`src/rtl/control_fsm.sv`:
```
// control_fsm -- multi-cycle control unit for a small RV32I subset
// (R-type ALU, I-type ALU, LW, SW, BEQ).
//
// Ports:
//   clk, reset          : clock; asynchronous active-high reset
//   opcode/funct3/funct7: instruction fields from the datapath, sampled in DECODE
//   mem_ready           : data memory access complete (looked at only in MEM)
//   ALU_op              : 0 ADD,1 SUB,2 AND,3 OR,4 XOR,5 SLL,6 SRL,7 SRA,8 SLT
//   RegWrite, MemRead, MemWrite, ALUsrc, MemtoReg, branch : datapath controls
//   ImmSel              : 00 I-type, 01 S-type, 10 B-type
//   pc_write, ir_write  : PC / instruction register load enables
//   illegal             : sticky trap flag (high while in TRAP)
//   state               : FSM state, FETCH=0 DECODE=1 EXEC=2 MEM=3 WB=4 TRAP=5
//   instr_count         : retired instruction counter, wraps at 16 bits
//
// Handshake: there is no valid/ready pair here; MEM simply holds its strobe
// (MemRead or MemWrite) every cycle until the cycle in which mem_ready=1, and
// that cycle completes the access.
module control_fsm (
  input  logic        clk,
  input  logic        reset,
  input  logic [6:0]  opcode,
  input  logic [2:0]  funct3,
  input  logic [6:0]  funct7,
  input  logic        mem_ready,
  output logic [3:0]  ALU_op,
  output logic        RegWrite,
  output logic        MemRead,
  output logic        MemWrite,
  output logic        ALUsrc,
  output logic        MemtoReg,
  output logic        branch,
  output logic [1:0]  ImmSel,
  output logic        pc_write,
  output logic        ir_write,
  output logic        illegal,
  output logic [2:0]  state,
  output logic [15:0] instr_count
);

  typedef enum logic [2:0] {
    S_FETCH  = 3'd0,
    S_DECODE = 3'd1,
    S_EXEC   = 3'd2,
    S_MEM    = 3'd3,
    S_WB     = 3'd4,
    S_TRAP   = 3'd5
  } state_t;

  localparam logic [6:0] OP_R   = 7'b0110011;
  localparam logic [6:0] OP_I   = 7'b0010011;
  localparam logic [6:0] OP_LW  = 7'b0000011;
  localparam logic [6:0] OP_SW  = 7'b0100011;
  localparam logic [6:0] OP_BEQ = 7'b1100011;

  localparam logic [3:0] ALU_ADD = 4'd0;
  localparam logic [3:0] ALU_SUB = 4'd1;
  localparam logic [3:0] ALU_AND = 4'd2;
  localparam logic [3:0] ALU_OR  = 4'd3;
  localparam logic [3:0] ALU_XOR = 4'd4;
  localparam logic [3:0] ALU_SLL = 4'd5;
  localparam logic [3:0] ALU_SRL = 4'd6;
  localparam logic [3:0] ALU_SRA = 4'd7;
  localparam logic [3:0] ALU_SLT = 4'd8;

  state_t      state_q, state_d;
  logic [6:0]  op_q, f7_q;
  logic [2:0]  f3_q;
  logic [15:0] count_q;
  logic        retire;

  // Decode reads the live fields while in DECODE (to choose TRAP vs EXEC)
  // and the latched copy everywhere else.
  logic [6:0]  dec_op, dec_f7;
  logic [2:0]  dec_f3;
  logic [3:0]  dec_alu;
  logic        dec_illegal;
  logic        is_r, f7_zero, f7_alt;

  assign dec_op = (state_q == S_DECODE) ? opcode : op_q;
  assign dec_f3 = (state_q == S_DECODE) ? funct3 : f3_q;
  assign dec_f7 = (state_q == S_DECODE) ? funct7 : f7_q;

  assign is_r    = (dec_op == OP_R);
  assign f7_zero = (dec_f7 == 7'b0000000);
  assign f7_alt  = (dec_f7 == 7'b0100000);

  always_comb begin
    dec_alu     = ALU_ADD;
    dec_illegal = 1'b0;
    case (dec_op)
      OP_R, OP_I: begin
        // funct7 matters for every R-type op, but for I-type only on shifts.
        case (dec_f3)
          3'b000: begin
            if (is_r && f7_alt)            dec_alu = ALU_SUB;
            else if (is_r && !f7_zero)     dec_illegal = 1'b1;
          end
          3'b111: begin dec_alu = ALU_AND; dec_illegal = is_r && !f7_zero; end
          3'b110: begin dec_alu = ALU_OR;  dec_illegal = is_r && !f7_zero; end
          3'b100: begin dec_alu = ALU_XOR; dec_illegal = is_r && !f7_zero; end
          3'b010: begin dec_alu = ALU_SLT; dec_illegal = is_r && !f7_zero; end
          3'b001: begin dec_alu = ALU_SLL; dec_illegal = !f7_zero; end
          3'b101: begin
            if (f7_zero)     dec_alu = ALU_SRL;
            else if (f7_alt) dec_alu = ALU_SRA;
            else             dec_illegal = 1'b1;
          end
          default: dec_illegal = 1'b1;
        endcase
      end
      OP_LW, OP_SW, OP_BEQ: dec_illegal = 1'b0;
      default:              dec_illegal = 1'b1;
    endcase
  end

  always_ff @(posedge clk or posedge reset) begin
    if (reset) begin
      state_q <= S_FETCH;
      op_q    <= 7'd0;
      f3_q    <= 3'd0;
      f7_q    <= 7'd0;
      count_q <= 16'd0;
    end else begin
      state_q <= state_d;
      if (state_q == S_DECODE) begin
        op_q <= opcode;
        f3_q <= funct3;
        f7_q <= funct7;
      end
      if (retire) count_q <= count_q + 16'd1;
    end
  end

  always_comb begin
    state_d  = state_q;
    ALU_op   = ALU_ADD;
    RegWrite = 1'b0;
    MemRead  = 1'b0;
    MemWrite = 1'b0;
    ALUsrc   = 1'b0;
    MemtoReg = 1'b0;
    branch   = 1'b0;
    ImmSel   = 2'b00;
    pc_write = 1'b0;
    ir_write = 1'b0;
    retire   = 1'b0;
    case (state_q)
      S_FETCH: begin
        ir_write = 1'b1;
        state_d  = S_DECODE;
      end
      S_DECODE: state_d = dec_illegal ? S_TRAP : S_EXEC;
      S_EXEC: begin
        case (op_q)
          OP_LW, OP_SW: begin
            ALUsrc  = 1'b1;
            ImmSel  = (op_q == OP_SW) ? 2'b01 : 2'b00;
            state_d = S_MEM;
          end
          OP_BEQ: begin
            ALU_op   = ALU_SUB;
            ImmSel   = 2'b10;
            branch   = 1'b1;
            pc_write = 1'b1;
            retire   = 1'b1;
            state_d  = S_FETCH;
          end
          default: begin
            // Only legal R/I ALU ops can reach EXEC here.
            ALU_op  = dec_alu;
            ALUsrc  = (op_q == OP_I);
            state_d = S_WB;
          end
        endcase
      end
      S_MEM: begin
        // Address-generation controls stay stable for the whole wait.
        ALUsrc   = 1'b1;
        ImmSel   = (op_q == OP_SW) ? 2'b01 : 2'b00;
        MemRead  = (op_q == OP_LW);
        MemWrite = (op_q == OP_SW);
        if (mem_ready) begin
          if (op_q == OP_SW) begin
            pc_write = 1'b1;
            retire   = 1'b1;
            state_d  = S_FETCH;
          end else begin
            state_d  = S_WB;
          end
        end
      end
      S_WB: begin
        ALU_op   = (op_q == OP_LW) ? ALU_ADD : dec_alu;
        ALUsrc   = (op_q != OP_R);
        RegWrite = 1'b1;
        MemtoReg = (op_q == OP_LW);
        pc_write = 1'b1;
        retire   = 1'b1;
        state_d  = S_FETCH;
      end
      S_TRAP:  state_d = S_TRAP;
      default: state_d = S_FETCH;
    endcase
  end

  assign illegal     = (state_q == S_TRAP);
  assign state       = state_q;
  assign instr_count = count_q;

endmodule

```
`config.mk`:
```
export PLATFORM = sky130hd
export DESIGN_NAME = control_fsm
export DESIGN_NICKNAME = d
export VERILOG_FILES = /design/src/rtl/control_fsm.sv
export SDC_FILE = /design/constraint.sdc
export NUM_CORES = 1
export LEC_CHECK = 0
export CAP_MARGIN = 40
export CORE_MARGIN = 2
export CORE_UTILIZATION = 44
export CTS_CLUSTER_SIZE = 40
export DETAILED_ROUTE_END_ITERATION = 12
export PLACE_DENSITY = 0.76
export SLEW_MARGIN = 20
export SYNTH_ARGS = -nofsm -noshare
export SYNTH_HDL_FRONTEND = slang
export SYNTH_SLANG_ARGS = --single-unit
```
`constraint.sdc`:
```
create_clock -name clk -period 2.31 [get_ports clk]
set_clock_uncertainty 0.2 [all_clocks]
set_input_delay 0.462 -clock clk [delete_from_list [all_inputs] [get_ports clk]]
set_output_delay 0.462 -clock clk [all_outputs]
set_load 0.05 [all_outputs]
```
# Yosys cells after proc, flatten, opt, wreduce, memory -nomap -nowiden
# Cells that the tools add are included.
[classes]
add_sub_neg = 1
n_eq_ne = 23
n_mux = 37
n_reduce_logical = 10
[op_table]
columns = ["operator", "count"]
rows = [
  ["7-bit by 6-bit == test with 1-bit output, second input constant", 4],
  ["4-bit one-hot mux with 7 select lines", 1],
  ["3-bit == test, second input constant", 6],
  ["3-bit 2-to-1 mux", 6],
  ["16-bit by 1-bit adder with 16-bit output, second input constant", 1],
  ["4-bit one-hot mux with 2 select lines", 2],
  ["1-bit 2-to-1 mux", 15],
  ["3-bit one-hot mux with 5 select lines", 1],
  ["7-bit by 2-bit == test with 1-bit output, second input constant", 2],
  ["7-bit by 5-bit == test with 1-bit output, second input constant", 2],
  ["7-bit == test, second input constant", 2],
  ["7-bit 2-to-1 mux", 2],
  ["3-bit by 2-bit == test with 1-bit output, second input constant", 3],
  ["4-bit 2-to-1 mux", 2],
  ["2-bit one-hot mux with 2 select lines", 2],
  ["7-bit zero test", 1],
  ["7-bit by 6-bit != test with 1-bit output, second input constant", 1],
  ["3-bit by 1-bit == test with 1-bit output, second input constant", 2],
  ["3-bit zero test", 2],
  ["1-bit one-hot mux with 3 select lines", 2],
  ["3-bit one-hot mux with 2 select lines", 1],
  ["1-bit one-hot mux with 2 select lines", 2],
  ["1-bit one-hot mux with 4 select lines", 1],
  ["2-bit OR reduction", 2],
  ["5 further kinds", 6],
]
[word_totals]
regBits = 36
input_bits = 20
out_inout_bits = 34
word_cells = 76

# Depth between registers and ports, before layout
# Gate-level depths: netlist (run 1).
[logic_depth]
ltp_word = 11
ltp_mapped = 9

# Worst setup path before layout (run 1)
# Ideal clock, no wire load.
[synth_timing]
path_type = "reg2out"
start = "register state_q[2] (netlist: state[2])"
end = "output MemWrite"
arrival_ps = 3126
t_required_ps = 1648
setup_slack_ps = -1478
stages_incl_launch_ff = 5
n_path_buf = 1
path_cell_list = "dfrtp_1 buf_2 nand2b_2 nor4_1 and2_1"
[synth_between]
elab_chain_cells = 2
[synth_lines]
columns = ["element", "line_no", "source"]
rows = [
  ["start: declaration", "66", "state_t state_q, state_d;"],
  ["start signal: assignment", "125", "state_q <= state_d;"],
  ["3-bit by 2-bit == test with 1-bit output", "148", "case (state_q)"],
  ["1-bit 2-to-1 mux", "148", ""],
  ["end: declaration", "29", "output logic MemWrite,"],
]
# Every way passes these cells.

# Worst setup path in the final report (run 1)
[layout_timing]
start = "register state_q[1] (netlist: state[1])"
end = "output ALU_op[2]"
[layout_rtl]
columns = ["element", "line_no", "source"]
rows = [
  ["3-bit by 1-bit == test with 1-bit output *", "81", "assign dec_f3 = (state_q == S_DECODE) ? funct3 : f3_q;"],
  ["3-bit 2-to-1 mux *", "n/a", ""],
  ["via dec_f3[1]", "75", "logic [2:0] dec_f3;"],
  ["3-bit == test, or another cell as far along", "94", "case (dec_f3)"],
  ["4-bit one-hot mux with 7 select lines *", "94", ""],
  ["4-bit 2-to-1 mux *", "91", "case (dec_op)"],
  ["4-bit one-hot mux with 2 select lines / 4-bit 2-to-1 mux (equally long branches)", "155, 194", ""],
  ["4-bit one-hot mux with 2 select lines *", "148", ""],
  ["end: declaration", "26", "output logic [3:0] ALU_op,"],
]
# Mark *: on every way through the listed nets, which the timed path passes. The rest lies on a longest branch.

==> reports/results.tsv, run 1 <==
stage	metric	value	unit
status	status	complete, but fails checks	
status	violated checks	negative setup slack	
layout	fillcell total	270	
sta	RSZ-0062 raised after global routing	true	
hold_path	WHS Path Cells	3	
die	die height	72.9	um
worst_setup_path	Worst Path Max Fanout	6	
die	Initial Util	0.448	
worst_setup_path	crit path DAT	2.17	ns
sta	worst relative slew slack	0.658	
worst_setup_path	slowest cell delay on critical path	0.49	ns
yosys	Synth area leaders	dfrtp_1, nand2_1, nor2_1	
yosys	Gate Count Post-Synth	242	
drt	routed wire length per instance	16.3	um
worst_setup_path	Setup CP Type	reg2out	
grt	largest net degree at the start of global routing	37	
cts	Clock Sinks	36	
placed_design	DPL Wire Length	4470	um
sta	Setup WS post-layout	-0.523	ns
sta	final slew viol count	0	
yosys	Post-Synth XOR/XNOR Area	0.0629	
yosys	Post-Syn Nets	263	
cts	CTS buffer count	5	
sta	minimum clock period	2.83	ns
cts	CTS root buf	clkbuf_8	
cts	H-Tree Depth	2	
layout	ant diodes	0	
sta	Slew @ Worst Pin	0.512	ns
cts	Clk Latency, worst-skew pair	0.29	ns
yosys	largest family of logic cells by synthesized area	simple AND/OR/NAND/NOR gates	
placed_design	GPL Wtd Cong	0.842	
yosys	post-synthesis compound-gate area fraction	0.128	
grt	first-pass GRT wire length	10000	um
yosys	EDFF count, synth	0	
yosys	most used flip-flop cell after synthesis	dfrtp_1	
die	I/O Pins	54	
yosys	yosys warns	0	
layout	final instance area	3710	um2
worst_setup_path	Worst EP required	1.65	ns
worst_setup_path	element type at the critical path end	primary output	
drt	via count	2242	
worst_setup_path	Reg2Reg Depth	9	
grt	vias in the first global route	2121	
die	Die Area	5310	um2
layout	Final nets	372	
die	row count	25	
yosys	synth cell count leaders	nand2_1, dfrtp_1, nor2_1	
cts	clk buf depth	2	
placed_design	IO Port Bufs	53	
yosys	top-area cell type share of the netlist area	0.432	
grt	grt total ovfl	0	
placed_design	DP Area	3270	um2
drt	Routed Antenna Nets	0	
hold_path	beginning of the worst hold path	funct7[0]	
worst_setup_path	r2r startpoint	op_q[3]	
job	# Max-Cap Violations	0	
worst_setup_path	reg2reg setup slack	-0.26	ns
yosys	post-synth cell types	50	
die	die width	72.9	um
drt	final wirelength	6610	um
hold_path	worst hold path type	in2reg	
sta	hold slack	0.240	ns
layout	Area Overhead vs Synth	77.9	%
hold_path	hold endpoint	f7_q[0]	
yosys	Post-Synth Adder-Cell Area	0.0108	
power	Total Power	3.90	mW
yosys	mux cell area share after synthesis	0.0150	
cts	TritonCTS clock tree	built	
yosys	post-synthesis simple-gate area fraction	0.308	
placed_design	pre-CTS setup slack	-0.628	ns
drt	DR vias/cell	5.52	
power	Lkg Pwr	1.65	nW
worst_setup_path	CP max-delay cell	or4_4	
worst_setup_path	crit-path cells	or3b_4, nand2_2, nand2_2, or4_4, a31oi_4, buf_12	
worst_setup_path	FF-to-FF End	instr_count[3]	
worst_setup_path	critical path launch point type	flip-flop	
sta	final period utilization	1.23	
worst_setup_path	most frequent CP cell	nand2_2	
power	PwrDens	1050	nW/um2
cts	hold_buf cts	0	
yosys	Seq/Total Area, Yosys	0.432	
worst_setup_path	Worst Setup SP	state[1]	
yosys	Post-synth ARST share	1.00	
sta	final hold vios	0	
power	Max VDD drop	0.568	mV
drt	Residual DRC	0	
grt	Total GRT Usage	0.248	
sta	Setup Viol. Count Final	29	
sta	maximum clock rate	353	MHz
drt	Pre-antenna DRT Iters	4	
layout	proportion of layout cells with a drive suffix above 1	0.420	
grt	initial antenna violation count	0	
yosys	Post-Synthesis Cell Area	2090	um2
die	area of the core	4660	um2
yosys	synthesized area per cell	8.62	um2
drt	DR iter-0 viols	125	
cts	clock-pin transition on the worst setup and hold timing paths	0.07	ns
yosys	dominant cell type by area after synthesis	dfrtp_1	
yosys	Seq cells post-synth	36	
yosys	most frequent cell after synthesis	nand2_1	
report_power, final:
| part | internal (mW) | switching, mW | leakage, nW |
|---|---|---|---|
| sequential | 0.835 | 0.238 | 0.443 |
| clock | 0.242 | 0.236 | 0.0445 |
| combinational | 1.08 | 1.26 | 1.17 |
| total | 2.16 | 1.74 | 1.65 |
registers in the layout (all words and copies together), names as in the netlist:
name,flops
op_q,7
f7_q,7
state,3
instr_count,16
f3_q,3
cell usage in the layout, fill, tap and decap left out, types with 3 or more instances in the layout:
cell type        synthesis  final
nor2_1                  22     12
buf_6                    0     11
dfrtp_2                  0      3
and3_1                   4      4
o2111ai_1                3      3
nand3_1                  6      5
nor2_4                   0      7
o21ai_0                  6      3
nand4_1                  5      5
nor2_2                   0      3
xnor2_1                  7      5
clkbuf_8                 0      6
nor3_4                   0      3
a21oi_1                 11     11
dfrtp_1                 36     33
or4_4                    1      3
xor2_1                   8      7
nor4_4                   0      3
buf_12                   0     14
nand2_1                 56     49
inv_1                   10     10
nor3_2                   2      3
nand2_2                  0      7
nand3b_1                 4      4
dlygate4sd2_1            0      3
buf_4                    2     53
clkdlybuf4s50_1          0     29
layer usage:
layer,GRT usage,vias up,wire (um)
li1,-,1062,-
met4,0.0967,0,114
met1,0.313,1115,2790
met3,0.0456,9,203
met2,0.422,56,3500
met5,0,-,0
worst max-delay path: cells and delay by family (launching register included):
family,cells,cell delay [ns]
buffers and inverters,1,0.16
DFF,1,0.42
and+or+nand+nor,4,1.11
AOI/OAI and AO/OA,1,0.18
metrics by stage:
stage,util,TNS (ns),std cells
after floorplan,-,-8.04,242
after global placement,0.703,-3.64,386
after detailed placement,0.703,-4.37,386
after CTS,0.754,-5.24,398
after global routing,0.797,-8.91,406
final,0.797,-6.30,406
cell type report:
cell class | instances | area [um2] | share of cell area
Inverter | 10 | 37.5 | 0.0101
Multi-Input combinational cell | 185 | 1450 | 0.391
Sequential cell | 36 | 905 | 0.244
Tap cell | 54 | 67.6 | 0.0182
Clock buffer | 7 | 86.3 | 0.0233
Clock inverter | 1 | 7.51 | 0.00202
Timing Repair Buffer | 113 | 1160 | 0.312
worst max-delay path by stage:
stage / endpoint / slack, ns / cells after the start
after global routing: ALU_op[0] / -0.58 / 8
after detailed placement: ALU_op[1] / -0.63 / 9
final: ALU_op[2] / -0.52 / 6
after CTS: ALU_op[2] / -0.51 / 6
after global placement: ALU_op[1] / -0.62 / 9
after floorplan: ALU_op[2] / -0.49 / 7
cell families after synthesis:
family          Yosys count
compound gates           37
simple gates            128
buf+inv                  21
mux                       3
fa+ha+maj                 2
xor+xnor                 15
flops                    36
repair_timing:
| action | in CTS | in global routing |
|---|---|---|
| gates resized for setup | 33 | 28 |
| cloned | 0 | 0 |
| buffers inserted | 4 | 9 |
| setup endpoints to repair | 29 | 32 |
| pin swaps | 18 | 17 |
Power figures use the tool's default switching activity.
==> inputs of run 2 (changes only) <==
--- a/config.mk
+++ b/config.mk
@@ -5,9 +5,11 @@
 export SDC_FILE = /design/constraint.sdc
 export NUM_CORES = 1
 export LEC_CHECK = 0
+export ABC_CLOCK_PERIOD_IN_PS = 2310
 export CAP_MARGIN = 40
 export CORE_MARGIN = 2
 export CORE_UTILIZATION = 44
+export CTS_CLUSTER_DIAMETER = 200
 export CTS_CLUSTER_SIZE = 40
 export DETAILED_ROUTE_END_ITERATION = 12
 export PLACE_DENSITY = 0.76
==> results of run 2 <==
The final DEF is identical to that of run 1; final timing and power are the same.
